## src/rtl/counter_bank.sv

```systemverilog
//-----------------------------------------------------------------------------
// counter_bank
//
// Purpose:
//   Bank of NUM_CH independent up/down counters that share one step operand.
//   Each channel supports synchronous clear, synchronous load and counting up
//   or down by 'step'. Overflow is handled either by wrapping or by
//   saturating, as selected by sat_mode. Each channel keeps sticky overflow
//   and underflow flags. This block replaces the older single-channel
//   increment/clear counter and is meant for event and statistics counting in
//   datapath blocks.
//
// Parameters:
//   NUM_CH  number of independent counter channels (>= 1)
//   WIDTH   counter width in bits (>= 2)
//   STEP_W  width of the shared step operand (1..WIDTH)
//
// Ports:
//   aclk        in   clock, all state updates on the rising edge
//   srst        in   synchronous active-high reset, overrides every other input
//   sat_mode    in   0: wrap-around, 1: saturate at 0 / 2^WIDTH-1
//   step        in   shared increment/decrement amount (zero-extended)
//   clr         in   per-channel clear of the counter value
//   load        in   per-channel load of the matching load_val slice
//   load_val    in   load data, channel i at [i*WIDTH +: WIDTH]
//   inc         in   per-channel count up by step
//   dec         in   per-channel count down by step
//   flag_clr    in   per-channel clear of the sticky ovf/unf flags
//   thresh      in   shared threshold, only used with COUNTER_BANK_THRESH_EN
//   out         out  counter values, channel i at [i*WIDTH +: WIDTH]
//   ovf         out  sticky overflow flags
//   unf         out  sticky underflow flags
//   thresh_hit  out  one-cycle pulse when a channel crosses up to >= thresh
//
// Configuration macro:
//   COUNTER_BANK_THRESH_EN
//     Defined:     thresh_hit[i] pulses for one cycle when channel i's value
//                  goes from below thresh to at-or-above thresh.
//     Not defined: thresh is ignored, thresh_hit is tied low and no
//                  comparators are built.
//
// All outputs come straight from registers; there is no combinational path
// from any input to any output.
//-----------------------------------------------------------------------------
module counter_bank #(
   parameter int NUM_CH = 4,
   parameter int WIDTH  = 8,
   parameter int STEP_W = 4
) (
   input  logic                      aclk,
   input  logic                      srst,
   input  logic                      sat_mode,
   input  logic [STEP_W-1:0]         step,
   input  logic [NUM_CH-1:0]         clr,
   input  logic [NUM_CH-1:0]         load,
   input  logic [NUM_CH*WIDTH-1:0]   load_val,
   input  logic [NUM_CH-1:0]         inc,
   input  logic [NUM_CH-1:0]         dec,
   input  logic [NUM_CH-1:0]         flag_clr,
   input  logic [WIDTH-1:0]          thresh,
   output logic [NUM_CH*WIDTH-1:0]   out,
   output logic [NUM_CH-1:0]         ovf,
   output logic [NUM_CH-1:0]         unf,
   output logic [NUM_CH-1:0]         thresh_hit
);

   localparam logic [WIDTH-1:0] MAX_VAL = {WIDTH{1'b1}};

   // The step is widened by one bit beyond the counter so that the top bit
   // of every sum/difference is the carry (count up) or borrow (count down).
   logic [WIDTH:0] step_ext;

   assign step_ext = {{(WIDTH+1-STEP_W){1'b0}}, step};

`ifndef COUNTER_BANK_THRESH_EN
   // Without the threshold feature the input is intentionally left unused;
   // folding it into one bit keeps the unused-port intent explicit.
   logic unused_thresh;

   assign unused_thresh = ^thresh;
`endif

   for (genvar i = 0; i < NUM_CH; i++) begin : g_ch

      logic [WIDTH-1:0] cnt_q;
      logic [WIDTH-1:0] cnt_next;
      logic [WIDTH:0]   sum;
      logic [WIDTH:0]   diff;
      logic             ovf_evt;
      logic             unf_evt;
      logic             ovf_q;
      logic             unf_q;
      logic             count_up;
      logic             count_down;

      assign sum  = {1'b0, cnt_q} + step_ext;
      assign diff = {1'b0, cnt_q} - step_ext;

      // inc and dec together cancel out, so each direction only counts when
      // it is requested on its own.
      assign count_up   = inc[i] & ~dec[i];
      assign count_down = dec[i] & ~inc[i];

      // Next-value selection with priority clr > load > count. Overflow and
      // underflow events are only raised by an actual count; a clear or a
      // load never touches the flags. A zero step can never carry or borrow,
      // so it holds the value without any special case.
      always_comb begin
         cnt_next = cnt_q;
         ovf_evt  = 1'b0;
         unf_evt  = 1'b0;
         if (clr[i]) begin
            cnt_next = '0;
         end else if (load[i]) begin
            cnt_next = load_val[i*WIDTH +: WIDTH];
         end else if (count_up) begin
            if (sum[WIDTH]) begin
               ovf_evt  = 1'b1;
               cnt_next = sat_mode ? MAX_VAL : sum[WIDTH-1:0];
            end else begin
               cnt_next = sum[WIDTH-1:0];
            end
         end else if (count_down) begin
            if (diff[WIDTH]) begin
               unf_evt  = 1'b1;
               cnt_next = sat_mode ? '0 : diff[WIDTH-1:0];
            end else begin
               cnt_next = diff[WIDTH-1:0];
            end
         end
      end

      // Counter and sticky flag registers. A new event in the same cycle as
      // flag_clr leaves the flag set, so no event is ever lost.
      always_ff @(posedge aclk) begin
         if (srst) begin
            cnt_q <= '0;
            ovf_q <= 1'b0;
            unf_q <= 1'b0;
         end else begin
            cnt_q <= cnt_next;
            ovf_q <= ovf_evt | (ovf_q & ~flag_clr[i]);
            unf_q <= unf_evt | (unf_q & ~flag_clr[i]);
         end
      end

      assign out[i*WIDTH +: WIDTH] = cnt_q;
      assign ovf[i]                = ovf_q;
      assign unf[i]                = unf_q;

`ifdef COUNTER_BANK_THRESH_EN
      logic hit_q;

      // The crossing is detected on the transition into the register, so the
      // pulse appears on the same cycle as the new value. Comparing the
      // current value against the next one means a value that stays above
      // the threshold never pulses again, and a clear (next value 0) can
      // never satisfy the upward crossing.
      always_ff @(posedge aclk) begin
         if (srst) begin
            hit_q <= 1'b0;
         end else begin
            hit_q <= (cnt_q < thresh) && (cnt_next >= thresh);
         end
      end

      assign thresh_hit[i] = hit_q;
`else
      assign thresh_hit[i] = 1'b0;
`endif

   end

endmodule

```

## config.mk

```make
export PLATFORM = sky130hd
export DESIGN_NAME = counter_bank
export DESIGN_NICKNAME = d
export VERILOG_FILES = /design/src/rtl/counter_bank.sv
export SDC_FILE = /design/constraint.sdc
export NUM_CORES = 1
export LEC_CHECK = 0
export BUFFER_PORTS_ARGS = -buffer_cell sky130_fd_sc_hd__buf_2
export CAP_MARGIN = 40
export CORE_MARGIN = 1
export CORE_UTILIZATION = 44
export DETAILED_ROUTE_END_ITERATION = 6
export PLACE_DENSITY = 0.69
export SLEW_MARGIN = 15
export SYNTH_ARGS = -nofsm -noshare
export SYNTH_HDL_FRONTEND = slang
export SYNTH_SLANG_ARGS = --single-unit
```

## constraint.sdc

```tcl
create_clock -name aclk -period 5.4 [get_ports aclk]
set_clock_uncertainty 0.1 [all_clocks]
set_input_delay 1.08 -clock aclk [delete_from_list [all_inputs] [get_ports aclk]]
set_output_delay 1.08 -clock aclk [all_outputs]
set_load 0.01 [all_outputs]
```

# == After elaboration in Yosys (flattened, before gate mapping) ==
# Index checks and enable logic that the tools add are counted.
# word_totals
regBits,40
input_bits,67
word_cells,128
# op_classes
add_sub_neg,8
muxes,64
n_bitwise,36
n_reduce_logical,8
# op_table
cell,count
2-to-1 mux 8 bit,28
adder 8 x 4 -> 9 bit,4
2-to-1 mux 1 bit,36
subtractor 8 x 4 -> 9 bit,4
bitwise AND 1 bit,16
NOT 1 bit,12
nonzero test 3 bit,4
bitwise OR 1 bit,8
OR reduction 2 bit,4

# == Longest topological paths before layout ==
# Gate-level depths: netlist of run 1.
# depth
depth_word,7
depth_mapped,10

# == Least setup slack after synthesis of run 1 ==
# OpenSTA, ideal clock, no wires.
# synth_path
path_kind,input to register
from,input step[1]
to,register g_ch[1].cnt_q[3]
t_arrival_ps,3208
t_required_ps,5214
slack_ps,2006
cell_stages,8
cell_sequence,inv_1 fa_1 or2_2 a211oi_1 nand4_1 and2_1 a41o_1 a211oi_1
# synth_via
elab_chain_len,6
# synth_lines
item,line_no,source
"start, declared",53,"input logic [STEP_W-1:0] step,"
subtractor 8 x 4 -> 9 bit,97,"assign diff = {1'b0, cnt_q} - step_ext;"
2-to-1 mux 8 bit,126,cnt_next = sat_mode ? '0 : diff[WIDTH-1:0];
2-to-1 mux 8 bit,124,if (diff[WIDTH]) begin
2-to-1 mux 8 bit,123,end else if (count_down) begin
2-to-1 mux 8 bit *,116,end else if (count_up) begin
2-to-1 mux 8 bit *,114,end else if (load[i]) begin
"end signal, assigned",141,cnt_q <= cnt_next;
"end, declared",85,logic [WIDTH-1:0] cnt_q;
# Mark *: on every way between the ends. The rest lies on a longest branch, timed or not. The select of a mux whose other input is x is not followed.
# A chain may end at the register's enable or synchronous reset.

# == Final worst setup path of run 1 ==
# layout_path
from,input step[1]
to,register g_ch[1].cnt_q[7]
# The elaborated chain is that of the path after synthesis.

==> reports/summary.txt, run 1 <==
Status -> finished, final reports clean
Port Buf Inserts -> 98
# clock sinks -> 40
Min-Delay Path Class -> reg -> reg
Worst Path Max Fanout -> 12
Initial antenna violation count -> 0
Leading area contributor after synthesis -> dfxtp_1
Hold buffers post-CTS -> 0
Max-slew headroom -> 44.4%
Syn Area/Cell -> 7.53 um2
Post-synth top cells -> a21oi_1 (53), nor2_1 (46), dfxtp_1 (40)
Setup Buffers After CTS -> 0
Clock Pin Slew Worst Setup and Hold Paths -> 0.09 ns
Vias -> 4,495
Total track usage -> 24.8%
Setup WS post-layout -> 1.67 ns
DIE WIDTH -> 100 um
Clock latency on the worst-skew pair -> 0.30 ns
Diode count -> 0
Critical Path RT -> 5.50 ns
DRC Markers -> 0
Die area -> 10,100 um2
Worst path cell trace -> buf_2 > inv_1 > fa_1 > or2_2 > a211oi_1 > nand4_1 > nand2_1 > a21oi_1 > o41ai_1
Post-synth EDFFs -> 0
Final Hold Fails -> 0
Pwr dens -> 183 nW/um2
Leading post-synthesis cells by cell area -> dfxtp_1 (19%), ha_1 (9.4%), a21oi_1 (6.2%)
Fmax achieved -> 268 MHz
Placed Area -> 4740 um2
Most frequent cell after synthesis -> a21oi_1
Slew Viols, Final -> 0
Vias in the first global route -> 4,200
Max_cap viols -> 0
Post-synth cell types -> 73
Final TNS setup -> 0 ns
Num CTS Buffers -> 5
Routed WL per cell -> 16.1 um
DIE HEIGHT -> 100 um
Ys Warns -> 0
Cell Area, Synth -> 4250 um2
Total grt overflow -> 0
I/O Pins -> 111
Synth Instances -> 565
Post-CTS Resized -> 0
Clock buffer depth -> 2
Maximum VDD drop -> 0.0967 mV
Layout fillers -> 988
Leak Pwr -> 0.00210 uW
TritonCTS clock tree -> done
Clock tree root driver cell -> clkbuf_8
Final GP Congestion -> 0.951
Nets -> 746
Core area -> 9280 um2
Area delta synth->final -> 13.3%
Final non-filler cell area -> 4820 um2
Period utilization -> 69.1%
Final setup viols -> 0
Startpoint types -> input pin
H-Tree Depth -> 2
Ys flop type -> dfxtp_1
Row cnt -> 35
Slowest stage cell, crit path -> fa_1
Post-place setup slack -> 1.37 ns
RSZ-0062 raised after global routing -> no
Least-Margin Pin Slew -> 0.813 ns
Share of post-route cells with drive strength above 1 -> 20.5%
Largest net degree at the start of global routing -> 17
Register area share after synthesis -> 18.8%
Slowest cell delay on critical path -> 0.56 ns
Vias per cell -> 5.85
Post-synth top area share -> 18.8%
Flops & latches, synth -> 40
Post-Route WL -> 12,300 um
Initial Util -> 45.8%
Post-DP HPWL -> 9490 um
Crit Path Class -> in -> reg
Data arrival, critical path -> 3.84 ns
Initial DRC Count -> 167
Final worst path period need -> 3.73 ns
Global-route wire length before repair -> 20,200 um
Post-synth ARST share -> 0%
Pre-Repair DR Iteration Count -> 5
Worst setup EP type -> flip-flop
Final ANT Viol Nets -> 0
[routing by layer]
layer  vias up  track usage, %  wire length, um
met3        18            3.13              607
met5         -               0                0
met1      2123            33.1             5660
met4         0            6.47              199
li1       2218               -                -
met2       136            42.4             5880
[registers in the layout, indices dropped and copies added, names as in the netlist]
register    cells
g_ch.cnt_q     32
g_ch.unf_q      4
g_ch.ovf_q      4
[layout by cell type (no fill, tap or decap), drive strengths merged, types with 5 or more instances in the layout]
cell | netlist | final
dfxtp | 40 | 40
and2 | 5 | 5
a211oi | 11 | 11
o21ai | 38 | 38
a31oi | 10 | 10
ha | 32 | 32
mux2 | 6 | 6
nand2b | 14 | 14
nand3 | 12 | 12
nor2b | 21 | 21
or3 | 5 | 5
or2 | 7 | 7
nor3 | 12 | 12
o21a | 8 | 8
a221oi | 7 | 7
a2111oi | 5 | 5
xor2 | 5 | 5
buf | 16 | 101
fa | 8 | 8
o31ai | 5 | 5
a21o | 8 | 8
clkbuf | 21 | 6
o211ai | 6 | 6
nor2 | 47 | 47
o221ai | 11 | 11
nand4 | 7 | 7
inv | 37 | 37
a21oi | 53 | 53
nand2 | 39 | 39
[kinds of logic (layout without fill, tap and decap cells)]
group	count (synthesis)	after routing	synth area share [%]
AOI/OAI and AO/OA	204	204	33.5
and+or+nand+nor	190	190	23.0
buffers and inverters	75	146	7.91
adders and majority gates	40	40	13.2
DFF	40	40	18.8
muxes	8	8	2.06
xor gates and xnor gates	7	7	1.44
other	1	4	0.0882
[metrics by stage]
step / hold slack, ns / utilization, % / instances / total power [uW]
floorplan: 0.332 / - / 568 / 581
global placement: 0.341 / 51.0 / 759 / 671
detailed placement: 0.354 / 51.1 / 761 / 679
CTS: 0.365 / 51.9 / 768 / 887
global route: 0.392 / 51.9 / 768 / 949
finish: 0.362 / 51.9 / 768 / 884
[final timing paths]
| path | from | end | slack, ns | cells past startpoint |
|---|---|---|---|---|
| worst max-delay path | step[1] | g_ch[1].cnt_q[7]$_SDFFE_PP0P_ | 1.67 | 9 |
| worst min-delay path | g_ch[0].ovf_q$_SDFF_PP0_ | g_ch[0].ovf_q$_SDFF_PP0_ | 0.36 | 2 |
| worst max register to register | g_ch[1].cnt_q[0]$_SDFFE_PP0P_ | g_ch[1].cnt_q[7]$_SDFFE_PP0P_ | 2.48 | 9 |
| worst min register to register | g_ch[0].ovf_q$_SDFF_PP0_ | g_ch[0].ovf_q$_SDFF_PP0_ | 0.36 | 2 |
[critical path: cells and delay by family]
kind,cells,cell delay (ns)
compound gates,3,0.90
simple gates,3,0.80
buf+inv,2,0.48
fa+ha+maj,1,0.56
[power by group]
part	internal [uW]	leakage [uW]	switching, uW
registers	310	0.000327	27.2
logic	144	0.00173	197
clock network	88.4	0.0000410	118
[area by class of cell]
class / instances / area [um2] / share of cell area, %
clock buffer: 6 / 72.6 / 1.51
clock inverter: 1 / 5.00 / 0.104
inverter: 38 / 143 / 2.96
multi-input combinational: 453 / 3130 / 64.9
sequential: 40 / 801 / 16.6
tap: 129 / 161 / 3.35
timing repair buffer: 101 / 508 / 10.5
Note: power is estimated with default switching activity, not from simulation.
==> run 2, diff against run 1 <==
--- a/config.mk
+++ b/config.mk
@@ -5,6 +5,7 @@
 export SDC_FILE = /design/constraint.sdc
 export NUM_CORES = 1
 export LEC_CHECK = 0
+export ABC_AREA = 1
 export BUFFER_PORTS_ARGS = -buffer_cell sky130_fd_sc_hd__buf_2
 export CAP_MARGIN = 40
 export CORE_MARGIN = 1
==> constraint.sdc (replaced) <==
create_clock -name aclk -period 3.7 [get_ports aclk]
set_clock_uncertainty 0.1 [all_clocks]
set_input_delay 0.74 -clock aclk [delete_from_list [all_inputs] [get_ports aclk]]
set_output_delay 0.74 -clock aclk [all_outputs]
set_load 0.01 [all_outputs]
==> run 2 against run 1 <==
  * Sequential share of layout area fell by 0.73 points
  * Non-clock buffer count fell by 3
  * Die area rose by 6.2%
  * Total power rose by 49%
  * Hold slack improved by 0.0028 ns
  * Global-route usage fell by 1.6 points
  * Via count rose by 6.4%
  * Cell area rose by 4.6%
==> reports/summary.txt, run 2 <==
Max_cap viols -> 0 (unchanged)
Clock buffer depth -> 2 (unchanged)
Leak Pwr -> 0.00268 uW (+28%)
Setup WS post-layout -> 0.883 ns (-0.785 ns)
Synth Instances -> 718 (+27%)
Post-CTS Resized -> 0 (unchanged)
Post-DP HPWL -> 9480 um (-0.15%)
Die area -> 10,700 um2 (+6.2%)
Top delay family on crit path -> simple AND/OR/NAND/NOR gates
Global-route wire length before repair -> 19,900 um (-1.8%)
Leading cell type in the layout, fill and taps excluded -> nand2_1
Cell Area, Synth -> 4520 um2 (+6.3%)
# clock sinks -> 40 (unchanged)
Slew Viols, Final -> 0 (unchanged)
Share of post-route cells with drive strength above 1 -> 18.6% (-1.9 points)
Nets -> 901 (+21%)
Post-Route WL -> 12,000 um (-2.8%)
DIE WIDTH -> 103 um (+3.1%)
Fin cells -> 928 (+21%)
Clock Pin Slew Worst Setup and Hold Paths -> 0.09 ns (about the same)
Most frequent cell after synthesis -> nand2_1
Hold buffers post-CTS -> 0 (unchanged)
Post-synth top area share -> 17.7% (-1.1 points)
Slowest cell delay on critical path -> 0.56 ns (about the same)
Hold path startpoint -> g_ch[0].ovf_q$_SDFF_PP0_
RSZ-0062 raised after global routing -> no
H-Tree Depth -> 2 (unchanged)
Largest net degree at the start of global routing -> 15 (-2)
Final ANT Viol Nets -> 0 (unchanged)
Post-place setup slack -> 0.584 ns (-0.788 ns)
Data arrival, critical path -> 2.91 ns (-0.93 ns)
Worst setup EP type -> flip-flop
Met2 WL -> 5380 um (-8.6%)
Pwr dens -> 261 nW/um2 (+43%)
Most frequent cells in the layout -> nand2_1 (174), inv_1 (103), buf_2 (98)
Top flop regs -> g_ch.cnt_q (32), g_ch.ovf_q (4), g_ch.unf_q (4)
DRC Markers -> 0 (unchanged)
Reg2reg setup slack -> 1.36 ns (-1.12 ns)
Diode count -> 0 (unchanged)
Total track usage -> 23.2% (-1.6 points)
Status -> finished, final reports clean
Buf/Inv on CP -> 3 (+1)
Final TNS setup -> 0 ns (unchanged)
I/O Pins -> 111 (unchanged)
DIE HEIGHT -> 103 um (+3.1%)
Fmax achieved -> 355 MHz
Critical R2R Launch -> g_ch[1].cnt_q[0]$_SDFFE_PP0P_
Core Util, Final -> 51.1% (-0.80 points)
Worst Path Max Fanout -> 12 (unchanged)
Crit path from -> step[1]
Ys flop type -> dfxtp_1
Initial antenna violation count -> 0 (unchanged)
Clock tree root driver cell -> clkbuf_8
Initial Util -> 45.9% (about the same)
Ys Warns -> 0 (unchanged)
Highest routed layer -> met4
Critical Path RT -> 3.79 ns (-1.71 ns)
Setup Buffers After CTS -> 0 (unchanged)
Initial DRC Count -> 195 (+17%)
TritonCTS clock tree -> done
M1 wire length -> 5690 um (+0.67%)
Vias per cell -> 5.15 (-12%)
WL met3 -> 752 um (+24%)
Least-Margin Pin Slew -> 0.689 ns (-0.123 ns)
Max-slew headroom -> 54.0% (+9.6 points)
Startpoint types -> input pin
Routed WL per cell -> 12.9 um (-20%)
Slowest stage cell, crit path -> fa_1
Post-synth cell types -> 41 (-44%)
Placed instance count -> 920 (+21%)
Core area -> 9860 um2 (+6.3%)
Vias in the first global route -> 4,374 (+4.1%)
Final setup viols -> 0 (unchanged)
Register area share after synthesis -> 17.7% (-1.1 points)
Period utilization -> 76.1%
Post-synth ARST share -> 0% (unchanged)
Post-synth EDFFs -> 0 (unchanged)
Vias -> 4,782 (+6.4%)
Maximum VDD drop -> 0.174 mV (+80%)
Num CTS Buffers -> 5 (unchanged)
Final worst path period need -> 2.82 ns
Final Hold Fails -> 0 (unchanged)
Syn Area/Cell -> 6.30 um2 (-16%)
Row cnt -> 36 (+2.9%)
Leading area contributor after synthesis -> dfxtp_1
Clock latency on the worst-skew pair -> 0.30 ns (about the same)
Total grt overflow -> 0 (unchanged)
Leading post-synthesis cells by cell area -> dfxtp_1 (18%), nand2_1 (14%), ha_1 (8.9%)
Max reg flops -> 32 (unchanged)
Area delta synth->final -> 11.5%
Post-synth top cells -> nand2_1 (174), inv_1 (103), nand3_1 (69)
Crit Path Class -> in -> reg
CP dominant cell by count -> nand2_1
Final GP Congestion -> 0.949 (-0.21%)
Worst path cell trace -> buf_2 > inv_1 > fa_1 > nand2_1 > nand2_1 > a21oi_2 > nand3_1 > nand2_1 > inv_1 > nand2_1 > nand2_1 > o21bai_1 > a21oi_1
Flops & latches, synth -> 40 (unchanged)
Pre-Repair DR Iteration Count -> 5 (unchanged)
Min-Delay Path Class -> reg -> reg
Biggest register -> g_ch.cnt_q
Port Buf Inserts -> 98 (unchanged)
[run 2: metrics by stage]
step / hold slack [ns] / instance area [um2] / power (uW)
after floorplan: 0.344 / 4530 / 874
after global placement: 0.349 / 4950 / 994
after detailed placement: 0.357 / 4950 / 1000
after CTS: 0.370 / 5040 / 1320
after global routing: 0.389 / 5040 / 1420
final: 0.364 / 5040 / 1320
[run 2: area by class of cell]
type / count / area, um2
clock buffers: 8 / 90.1
fillers: 1012 / 4820
inverters: 114 / 435
multi-input cells: 535 / 3060
flip-flops and latches: 40 / 801
well taps: 133 / 166
repair buffers: 98 / 490
[run 2: logic make-up after synthesis]
kind of cell	Yosys count	share of synthesized area, %
AO/OA/AOI/OAI	145	17.9
XOR/XNOR	16	3.10
adder cells (fa/ha/maj)	40	12.4
buffers and inverters	146	14.9
flip-flops	40	17.7
other	1	0.0829
AND/OR/NAND/NOR	330	33.9
[run 2: final timing paths]
check	cells past startpoint	endpoint
worst max-delay path	13	g_ch[1].cnt_q[6]$_SDFFE_PP0P_
worst min-delay path	2	g_ch[0].ovf_q$_SDFF_PP0_
worst max register to register	14	g_ch[1].cnt_q[6]$_SDFFE_PP0P_
worst min register to register	2	g_ch[0].ovf_q$_SDFF_PP0_
[run 2: tightest hold or removal path, delay by kind of cell, from the launching register on]
family,cells,cell delay [ns]
DFF,1,0.31
and+or+nand+nor,1,0.06
AOI/OAI and AO/OA,1,0.06
[run 2: power by group]
group | switching, uW | internal [uW] | leakage (uW)
logic | 317 | 188 | 0.00231
registers | 40.5 | 452 | 0.000327
clock network | 167 | 153 | 0.0000455
total | 525 | 793 | 0.00268
[run 2: per-layer routing]
metal	GRT usage, %	vias up
li1	-	2471
met1	31.8	2142
met2	37.6	150
met3	3.43	19
met4	6.93	0
met5	0	-
==> run 3, diff against run 2 <==
==> constraint.sdc (replaced) <==
create_clock -name aclk -period 2.7 [get_ports aclk]
set_clock_uncertainty 0.1 [all_clocks]
set_input_delay 0.54 -clock aclk [delete_from_list [all_inputs] [get_ports aclk]]
set_output_delay 0.54 -clock aclk [all_outputs]
set_load 0.01 [all_outputs]
==> run 3 against run 2 <==
  * Clock-buffer cell count stayed put
  * Flip-flop and latch count stayed put
  * Critical path depth is 1 higher
  * Highest routed layer unchanged
==> reports/summary.txt, run 3 (synthesized netlist as in run 2, its figures left out) <==
Crit path from -> step[0]
Final Hold Fails -> 0 (unchanged)
Largest net degree at the start of global routing -> 15 (unchanged)
Clock tree root driver cell -> clkbuf_8
Leading cell type in the layout, fill and taps excluded -> nand2_1
DIE WIDTH -> 103 um (unchanged)
Most frequent cells in the layout -> nand2_1 (174), inv_1 (103), buf_2 (98)
Final GP Congestion -> 0.944 (-0.52%)
Share of post-route cells with drive strength above 1 -> 19.2% (+0.61 points)
Top flop regs -> g_ch.cnt_q (32), g_ch.ovf_q (4), g_ch.unf_q (4)
Max reg flops -> 32 (unchanged)
RSZ-0062 raised after global routing -> no
# clock sinks -> 40 (unchanged)
Routed WL per cell -> 13.0 um (+0.71%)
Reg2reg path depth -> 14 (unchanged)
Vias per cell -> 5.15 (about the same)
Startpoint types -> input pin
DIE HEIGHT -> 103 um (unchanged)
Post-Route WL -> 12,200 um (+1.4%)
Clock latency on the worst-skew pair -> 0.30 ns (about the same)
Worst Hold Depth -> 2 (unchanged)
Maximum VDD drop -> 0.199 mV (+15%)
Global-route wire length before repair -> 19,500 um (-1.7%)
Diode count -> 0 (unchanged)
Setup Buffers After CTS -> 0 (unchanged)
Worst Path Max Fanout -> 8 (-4)
Layout fillers -> 1,036 (+2.4%)
Hold buffers post-CTS -> 0 (unchanged)
Final setup viols -> 0 (unchanged)
Data arrival, critical path -> 2.45 ns (-0.46 ns)
Nets -> 907 (+0.67%)
Initial antenna violation count -> 0 (unchanged)
Total grt overflow -> 0 (unchanged)
Post-place setup slack -> 0.0633 ns (-0.520 ns)
I/O Pins -> 111 (unchanged)
Port Buf Inserts -> 98 (unchanged)
Crit Path Class -> in -> reg
Biggest register -> g_ch.cnt_q
Hold path startpoint -> g_ch[0].ovf_q$_SDFF_PP0_
Pwr Total -> 1830 uW (+39%)
Fmax achieved -> 424 MHz
Critical R2R Launch -> g_ch[1].cnt_q[0]$_SDFFE_PP0P_
Max_cap viols -> 0 (unchanged)
Die area -> 10,700 um2 (unchanged)
DRC Markers -> 0 (unchanged)
Critical Path RT -> 2.79 ns (-1.00 ns)
Pre-Repair DR Iteration Count -> 4 (-1)
Leak Pwr -> 0.00271 uW (+1.0%)
Setup WS post-layout -> 0.343 ns (-0.540 ns)
Vias -> 4,811 (+0.61%)
Initial DRC Count -> 173 (-11%)
Initial Util -> 45.9% (unchanged)
TritonCTS clock tree -> done
Status -> finished, final reports clean
Clock buffer depth -> 2 (unchanged)
Final non-filler cell area -> 5090 um2 (+0.89%)
Num CTS Buffers -> 5 (unchanged)
Post-DP HPWL -> 9580 um (+1.0%)
Final worst path period need -> 2.36 ns
Worst setup EP type -> flip-flop
Post-CTS Resized -> 0 (unchanged)
Area delta synth->final -> 12.4%
Placed Area -> 5000 um2 (+0.91%)
Hold WS -> 0.362 ns (-0.00297 ns)
Final TNS setup -> 0 ns (unchanged)
Pwr dens -> 360 nW/um2 (+38%)
Total track usage -> 23.2% (-0.048 points)
Slew Viols, Final -> 0 (unchanged)
Period utilization -> 87.3%
Final ANT Viol Nets -> 0 (unchanged)
Clock Pin Slew Worst Setup and Hold Paths -> 0.09 ns (about the same)
Row cnt -> 36 (unchanged)
H-Tree Depth -> 2 (unchanged)
Vias in the first global route -> 4,150 (-5.1%)
Min-Delay Path Class -> reg -> reg
Core area -> 9860 um2 (unchanged)
-- run 3: path summary, 6_finish.rpt --
| path | end | slack [ns] |
|---|---|---|
| worst min-delay path | g_ch[0].ovf_q$_SDFF_PP0_ | 0.36 |
| worst max register to register | g_ch[1].cnt_q[6]$_SDFFE_PP0P_ | 0.45 |
| worst max-delay path | g_ch[1].cnt_q[6]$_SDFFE_PP0P_ | 0.34 |
| worst min register to register | g_ch[0].ovf_q$_SDFF_PP0_ | 0.36 |
-- run 3: report_power, final --
group	switching (uW)	internal (uW)	total (uW)
combinational	438	266	704
sequential	55.5	619	675
clock	241	210	451
-- run 3: final cells by class --
| type | instances | area, um2 | area share (%) |
|---|---|---|---|
| Multi-Input combinational cell | 535 | 3060 | 60.1 |
| Inverter | 114 | 435 | 8.56 |
| Sequential cell | 40 | 801 | 15.7 |
| Timing Repair Buffer | 104 | 536 | 10.5 |
| Clock buffer | 8 | 90.1 | 1.77 |
| Tap cell | 133 | 166 | 3.27 |
-- run 3: stage by stage --
step           util [%]  std cells
6_report           51.6        934
5_1_grt            51.6        934
4_1_cts            51.6        934
3_5_place_dp       50.6        926
3_3_place_gp       50.6        926
2_1_floorplan         -        721
-- run 3: worst max-delay path: stages --
cell and delay (ns):
buf_2 0.22, ha_1 0.18, inv_1 0.06, fa_1 0.40
nand2_1 0.10, nand2_1 0.08, a21oi_2 0.14, nand3_1 0.19
nand2_1 0.13, inv_1 0.08, nand2_1 0.06, nand2_1 0.06
o21bai_1 0.12, a21oi_1 0.08
-- run 3: per-layer routing --
layer	global-route usage [%]	wire length (um)	part of all wire (%)
met2	38.1	5550	46
met5	0	0	0
met3	3.49	675	5.5
met4	4.55	82	0.67
met1	32.2	5850	48
